==> src/rtl/y86_pkg.sv <==
// Shared Y86-64 encodings for the decode/register-file stage: instruction codes,
// register specifiers, status codes and the per-icode register-specifier decode.
package y86_pkg;

  localparam logic [3:0] I_HALT   = 4'd0;
  localparam logic [3:0] I_NOP    = 4'd1;
  localparam logic [3:0] I_RRMOVQ = 4'd2;
  localparam logic [3:0] I_IRMOVQ = 4'd3;
  localparam logic [3:0] I_RMMOVQ = 4'd4;
  localparam logic [3:0] I_MRMOVQ = 4'd5;
  localparam logic [3:0] I_OPQ    = 4'd6;
  localparam logic [3:0] I_JXX    = 4'd7;
  localparam logic [3:0] I_CALL   = 4'd8;
  localparam logic [3:0] I_RET    = 4'd9;
  localparam logic [3:0] I_PUSHQ  = 4'd10;
  localparam logic [3:0] I_POPQ   = 4'd11;

  localparam logic [3:0] R_NONE = 4'hF;
  localparam logic [3:0] R_RSP  = 4'h4;

  localparam logic [2:0] S_AOK = 3'd1;
  localparam logic [2:0] S_HLT = 3'd2;
  localparam logic [2:0] S_ADR = 3'd3;
  localparam logic [2:0] S_INS = 3'd4;

  typedef struct packed {
    logic [3:0] src_a;
    logic [3:0] src_b;
    logic [3:0] dst_e;
    logic [3:0] dst_m;
  } dec_regs_t;

  function automatic dec_regs_t decode_regs(input logic [3:0] icode,
                                            input logic [3:0] ra,
                                            input logic [3:0] rb);
    dec_regs_t d;
    d = '{R_NONE, R_NONE, R_NONE, R_NONE};
    case (icode)
      I_RRMOVQ: d = '{ra,     R_NONE, rb,     R_NONE};
      I_IRMOVQ: d = '{R_NONE, R_NONE, rb,     R_NONE};
      I_RMMOVQ: d = '{ra,     rb,     R_NONE, R_NONE};
      I_MRMOVQ: d = '{R_NONE, rb,     R_NONE, ra};
      I_OPQ:    d = '{ra,     rb,     rb,     R_NONE};
      I_CALL:   d = '{R_NONE, R_RSP,  R_RSP,  R_NONE};
      I_RET:    d = '{R_RSP,  R_RSP,  R_RSP,  R_NONE};
      I_PUSHQ:  d = '{ra,     R_RSP,  R_RSP,  R_NONE};
      I_POPQ:   d = '{R_RSP,  R_RSP,  R_RSP,  ra};
      default:  d = '{R_NONE, R_NONE, R_NONE, R_NONE};
    endcase
    return d;
  endfunction

endpackage

==> src/rtl/regfile_2w2r.sv <==
// Architectural register file: two synchronous write ports (M beats E on the same
// index) and two combinational read ports; specifier 15 reads as zero.
module regfile_2w2r
  import y86_pkg::*;
#(
  parameter int DATA_W     = 64,
  parameter int NUM_REG    = 15,
  parameter int STACK_INIT = 256
) (
  input  logic              clk,
  input  logic              reset,
  input  logic [3:0]        i_wr_e_idx,
  input  logic [DATA_W-1:0] i_wr_e_val,
  input  logic [3:0]        i_wr_m_idx,
  input  logic [DATA_W-1:0] i_wr_m_val,
  input  logic [3:0]        i_rd_a_idx,
  input  logic [3:0]        i_rd_b_idx,
  output logic [DATA_W-1:0] o_rd_a_val,
  output logic [DATA_W-1:0] o_rd_b_val
);

  logic [DATA_W-1:0] r_regs [NUM_REG];

  always_ff @(posedge clk) begin
    for (int i = 0; i < NUM_REG; i++) begin
      if (reset) begin
        r_regs[i] <= (4'(i) == R_RSP) ? DATA_W'(STACK_INIT) : '0;
      end else if (i_wr_m_idx == 4'(i)) begin
        r_regs[i] <= i_wr_m_val;
      end else if (i_wr_e_idx == 4'(i)) begin
        r_regs[i] <= i_wr_e_val;
      end
    end
  end

  always_comb begin
    o_rd_a_val = '0;
    o_rd_b_val = '0;
    if (i_rd_a_idx < 4'(NUM_REG)) o_rd_a_val = r_regs[i_rd_a_idx];
    if (i_rd_b_idx < 4'(NUM_REG)) o_rd_b_val = r_regs[i_rd_b_idx];
  end

endmodule

==> src/rtl/decode_regfile_stage.sv <==
// Y86-64 decode stage: register specifier decode, forwarding into valA/valB,
// load-use stall detection and the D->E pipeline register.
module decode_regfile_stage
  import y86_pkg::*;
#(
  parameter int DATA_W     = 64,
  parameter int NUM_REG    = 15,
  parameter int STACK_INIT = 256
) (
  input  logic              clk,
  input  logic              reset,
  input  logic [3:0]        D_icode,
  input  logic [3:0]        D_ifun,
  input  logic [3:0]        D_rA,
  input  logic [3:0]        D_rB,
  input  logic [2:0]        D_stat,
  input  logic [DATA_W-1:0] D_valC,
  input  logic [DATA_W-1:0] D_valP,
  input  logic [3:0]        e_dstE,
  input  logic [DATA_W-1:0] e_valE,
  input  logic [3:0]        M_dstE,
  input  logic [DATA_W-1:0] M_valE,
  input  logic [3:0]        M_dstM,
  input  logic [DATA_W-1:0] m_valM,
  input  logic [3:0]        W_dstE,
  input  logic [DATA_W-1:0] W_valE,
  input  logic [3:0]        W_dstM,
  input  logic [DATA_W-1:0] W_valM,
  input  logic              E_bubble,
  output logic              d_stall,
  output logic [3:0]        E_icode,
  output logic [3:0]        E_ifun,
  output logic [2:0]        E_stat,
  output logic [DATA_W-1:0] E_valC,
  output logic [DATA_W-1:0] E_valA,
  output logic [DATA_W-1:0] E_valB,
  output logic [3:0]        E_dstE,
  output logic [3:0]        E_dstM
);

  dec_regs_t         w_dec;
  logic [DATA_W-1:0] w_rf_a;
  logic [DATA_W-1:0] w_rf_b;
  logic [DATA_W-1:0] w_val_a;
  logic [DATA_W-1:0] w_val_b;
  logic              w_load_bubble;

  logic [3:0]        r_e_icode_p1;
  logic [3:0]        r_e_ifun_p1;
  logic [2:0]        r_e_stat_p1;
  logic [DATA_W-1:0] r_e_valc_p1;
  logic [DATA_W-1:0] r_e_vala_p1;
  logic [DATA_W-1:0] r_e_valb_p1;
  logic [3:0]        r_e_dste_p1;
  logic [3:0]        r_e_dstm_p1;

  // Youngest producer wins; the register file value is used only when no
  // in-flight instruction targets the source.
  function automatic logic [DATA_W-1:0] sel_fwd(input logic [3:0]        src,
                                                input logic [DATA_W-1:0] rf_val);
    logic [DATA_W-1:0] v;
    if (src == R_NONE)      v = '0;
    else if (src == e_dstE) v = e_valE;
    else if (src == M_dstM) v = m_valM;
    else if (src == M_dstE) v = M_valE;
    else if (src == W_dstM) v = W_valM;
    else if (src == W_dstE) v = W_valE;
    else                    v = rf_val;
    return v;
  endfunction

  regfile_2w2r #(
    .DATA_W     (DATA_W),
    .NUM_REG    (NUM_REG),
    .STACK_INIT (STACK_INIT)
  ) u_regfile (
    .clk        (clk),
    .reset      (reset),
    .i_wr_e_idx (W_dstE),
    .i_wr_e_val (W_valE),
    .i_wr_m_idx (W_dstM),
    .i_wr_m_val (W_valM),
    .i_rd_a_idx (w_dec.src_a),
    .i_rd_b_idx (w_dec.src_b),
    .o_rd_a_val (w_rf_a),
    .o_rd_b_val (w_rf_b)
  );

  // ---- Stage p0: decode, operand selection, hazard detection ----
  always_comb begin
    w_dec   = decode_regs(D_icode, D_rA, D_rB);
    w_val_a = sel_fwd(w_dec.src_a, w_rf_a);
    if (D_icode == I_JXX || D_icode == I_CALL) w_val_a = D_valP;
    w_val_b = sel_fwd(w_dec.src_b, w_rf_b);
  end

  always_comb begin
    d_stall = 1'b0;
    if ((r_e_icode_p1 == I_MRMOVQ || r_e_icode_p1 == I_POPQ) && r_e_dstm_p1 != R_NONE &&
        (r_e_dstm_p1 == w_dec.src_a || r_e_dstm_p1 == w_dec.src_b))
      d_stall = 1'b1;
  end

  assign w_load_bubble = reset || E_bubble || d_stall;

  // ---- Stage p1: E pipeline register ----
  always_ff @(posedge clk) begin
    if (w_load_bubble) begin
      r_e_icode_p1 <= I_NOP;
      r_e_ifun_p1  <= 4'd0;
      r_e_stat_p1  <= S_AOK;
      r_e_valc_p1  <= '0;
      r_e_vala_p1  <= '0;
      r_e_valb_p1  <= '0;
      r_e_dste_p1  <= R_NONE;
      r_e_dstm_p1  <= R_NONE;
    end else begin
      r_e_icode_p1 <= D_icode;
      r_e_ifun_p1  <= D_ifun;
      r_e_stat_p1  <= D_stat;
      r_e_valc_p1  <= D_valC;
      r_e_vala_p1  <= w_val_a;
      r_e_valb_p1  <= w_val_b;
      r_e_dste_p1  <= w_dec.dst_e;
      r_e_dstm_p1  <= w_dec.dst_m;
    end
  end

  assign E_icode = r_e_icode_p1;
  assign E_ifun  = r_e_ifun_p1;
  assign E_stat  = r_e_stat_p1;
  assign E_valC  = r_e_valc_p1;
  assign E_valA  = r_e_vala_p1;
  assign E_valB  = r_e_valb_p1;
  assign E_dstE  = r_e_dste_p1;
  assign E_dstM  = r_e_dstm_p1;

endmodule

==> config.mk <==
export PLATFORM = sky130hd
export DESIGN_NAME = decode_regfile_stage
export DESIGN_NICKNAME = d
export VERILOG_FILES = /design/src/rtl/y86_pkg.sv /design/src/rtl/regfile_2w2r.sv /design/src/rtl/decode_regfile_stage.sv
export SDC_FILE = /design/constraint.sdc
export NUM_CORES = 2
export LEC_CHECK = 0
export BUFFER_PORTS_ARGS = -buffer_cell sky130_fd_sc_hd__buf_2
export CORE_MARGIN = 1.5
export CORE_UTILIZATION = 38
export CTS_BUF_LIST = sky130_fd_sc_hd__clkbuf_16
export DETAILED_ROUTE_END_ITERATION = 16
export HOLD_SLACK_MARGIN = 0.05
export PLACE_DENSITY = 0.58
export REMOVE_ABC_BUFFERS = 1
export SLEW_MARGIN = 25
export SYNTH_ARGS = -nofsm -noshare
export SYNTH_HDL_FRONTEND = slang
export SYNTH_HIERARCHICAL = 1
export SYNTH_SLANG_ARGS = --single-unit
==> constraint.sdc <==
create_clock -name clk -period 3.9 [get_ports clk]
set_input_delay 0.195 -clock clk [delete_from_list [all_inputs] [get_ports clk]]
set_output_delay 0.195 -clock clk [all_outputs]
set_load 0.01 [all_outputs]
==> metrics.csv <==
metric;value;unit
drc;0;
route.vias.total;61700;
critical_path.reg2reg.startpoint;u_regfile/r_regs[4][43]$_DFFE_PP_;
drt-met1-wl;115;mm
vias_per_cell;6.83;
finalMaxSlewViolations;0;
worstHoldStart;W_valE[13];
layout_common_cells;1023 x a22o_1, 960 x edfxtp_1, 701 x buf_2;
post_synth_and_or_nand_nor_area_fraction;0.0593;
synth-edff-count;960;
synth.top_cell.area_share;0.430;
clock_sinks;1171;
critical_path_source_type;input port;
post_synth_num_cell_types;65;
max_freq;0.258;GHz
detailedRoute.firstPassIterationCount;8;
tritoncts;yes;
dpl.hpwl;178;mm
grt_max_degree;134;
final_layout_size_suffix_gt1_frac;0.251;
tightest_slew;1.08;ns
synth_ff_type;edfxtp_1;
timing.critical_path.required;4.56;ns
met2WireLength;144;mm
finish.cell_count_without_fillers;9033;
clock-root-buffer;clkbuf_16;
ant_nets;0;
clock_latency;0.80;ns
min_period;3.87;ns
grt_antenna_before_repair;11;
worst-r2r-cell-count;7;
combinational_family_with_the_most_area_after_synthesis;compound AO/OA/AOI/OAI gates;
worstHoldPathCells;2;
cts_buffers;138;
seq_area_frac_synth;0.493;
layout.cells.most_common;a22o_1;
fp.dieW;423;µm
critical-path-top-delay-family;buffers and inverters;
syn_inst;5590;
placement.io_buffers;701;
grt_pass1_wl;436;mm
cts.clk_slew.worst_paths;0.06;ns
timing_worst_setup_path_type;input port to register;
mux_share_of_post_synthesis_cell_area;0.145;
grt_use_total;0.331;
slowest_stage;dlygate4sd3_1;
floorplan.die.height;423;µm
min_delay_worst_endpoint;u_regfile/r_regs[7][13]$_DFFE_PP_;
critical_path_peak_fanout;54;
core-area;0.175;mm²
post_synth_instance_area;0.0670;mm²
synth_compound_gate_area_share;0.248;
critical-path-max-stage-delay;0.57;ns
cap_viol_max_count;0;
crit_path_frequent_cell;dlygate4sd3_1;
htreeDepth;4;
net_total_in_the_final_layout;7076;
worstPathArrival;4.53;ns
finalClockSkew;0.0390;ns
critPathCaptureType;register;
initial_utilization;0.384;
worst_hold_path_type;input port to register;
static-leakage-power;32.6;nW
yosys.area_share.adder;0;
r2r_end;E_valA[43]$_SDFF_PP0_;
avg_wl_per_cell;34.5;µm
gp_routability_congestion;0.897;
top_layer;met5;
yosys-top-cells-area;edfxtp_1 43%, a22o_1 13%, mux4_2 6.5%;
ys_async_sr_fraction;0;
syn2layout_area_growth;25.7;%
setup_repair_after_global_routing_missed_its_margin;true;
final_util;0.482;
detailedRoute.firstIterationViolations;8443;
detail_route.wirelength;312;mm
syn-mean-instance-area;12.0;µm²
num_rows;153;
dieArea;0.179;mm²
crit_buf_inv;7;
clk_path_buf_depth;3;
place.detailed.instances;8165;
period_share;0.994;
areal_power_density_over_the_cells;410;mW/mm²
finalSetupViolations;0;
yosys_warnings;6;
total_design_power;34.5;mW
timing_hold_violations_final;0;
timing.max_slew.rel_slack;0.278;
yosys.area.top_type;edfxtp_1;
synth_seq_cells;1171;
status;finished clean;
post_synth_xor_area_fraction;0.00601;
wl_met3;36.4;mm
crit_path_cell_trace;dlygate4sd3_1 > buf_2 > inv_1 > o21a_1 > o32ai_4 > inv_8 > buf_16 > buf_4 > mux4_2 > o21ai_0 > o31ai_1 > nand2_1 > a311oi_1 > o31a_1 > dlygate4sd3_1;
regToRegSetupSlack;1.06;ns
peakVddDrop;380;µV
ios;702;
first_global_vias;61400;
global_route.overflow_total;0;
## synth_stat cells, drive strengths merged (14+ instances only)
library cell and instances:
o21ai 198, nor3 17, clkbuf 422, nand2b 14, a32o 64, nand3 135, a21oi 134, dfxtp 211
or3 17, mux4 192, o31ai 68, mux2i 319, o31a 64, edfxtp 960, xor2 26, xnor2 20
nand2 464, and2 73, buf 284, o22ai 257, a221oi 127, mux2 193, a311oi 65, o211ai 65
nor2 111, a22o 1023, inv 16
## worst max path at each step
stage	cells past startpoint	from	slack, ns	end
floorplan	9	D_icode[2]	-8.78	E_valA[62]$_SDFF_PP0_
global placement	12	D_icode[3]	0.24	E_valB[8]$_SDFF_PP0_
detailed placement	12	D_icode[3]	0.17	E_valB[8]$_SDFF_PP0_
CTS	13	D_icode[1]	0.05	E_valB[8]$_SDFF_PP0_
global route	15	D_icode[1]	-0.03	E_valA[37]$_SDFF_PP0_
finish	15	D_icode[1]	0.03	E_valA[37]$_SDFF_PP0_
## metrics by stage
step	hold WS, ns	TNS [ns]	area [µm²]	setup slack [ns]
global placement	0.385	0	73800	0.236
global route	0.0623	-0.0465	84200	-0.0271
detailed placement	0.393	0	73800	0.170
CTS	0.0516	0	84000	0.0465
finish	0.0846	0	84200	0.0252
floorplan	0.267	-1477.09	63800	-8.78
## final cells by class
| cell class | count | area, µm² |
|---|---|---|
| antenna | 9 | 22.5 |
| clock buffer | 143 | 3580 |
| clock inverter | 110 | 718 |
| fill | 15500 | 90400 |
| inverter | 16 | 83.8 |
| multi-input combinational | 3697 | 31200 |
| sequential | 1171 | 33100 |
| tap | 2325 | 2910 |
| timing repair buffer | 1562 | 12700 |
## power by group
part	switching, mW	total, mW	internal (mW)
Combinational	4.13	6.83	2.70
Clock	5.59	12.7	7.10
Sequential	0.493	15.0	14.5
Total	10.2	34.5	24.3
## state kept, by name (all words and copies together) (netlist names)
name and flops:
E_icode 4, E_valC 64, u_regfile/r_regs 960, E_dstE 4, E_valA 64, E_dstM 4, E_stat 3, E_valB 64
E_ifun 4
## repair_timing
item | CTS | global route
resized for setup | 0 | 8
hold buffers | 590 | 0
endpoints found under the hold margin | 1121 | 0
setup endpoints to repair | 0 | 71
setup buffers | 0 | 15
## cell families after synthesis
kind of cell | count (synthesis)
AND/OR/NAND/NOR | 862
XOR/XNOR | 46
flip-flops | 1171
AO/OA/AOI/OAI | 2085
buffers and inverters | 722
multiplexers | 704
## routing by layer
layer / vias up / global-route usage
li1: 24700 / -
met1: 30900 / 0.422
met2: 5023 / 0.533
met3: 1018 / 0.0765
met4: 14 / 0.154
met5: - / 0
(Power assumes the default switching activity.)
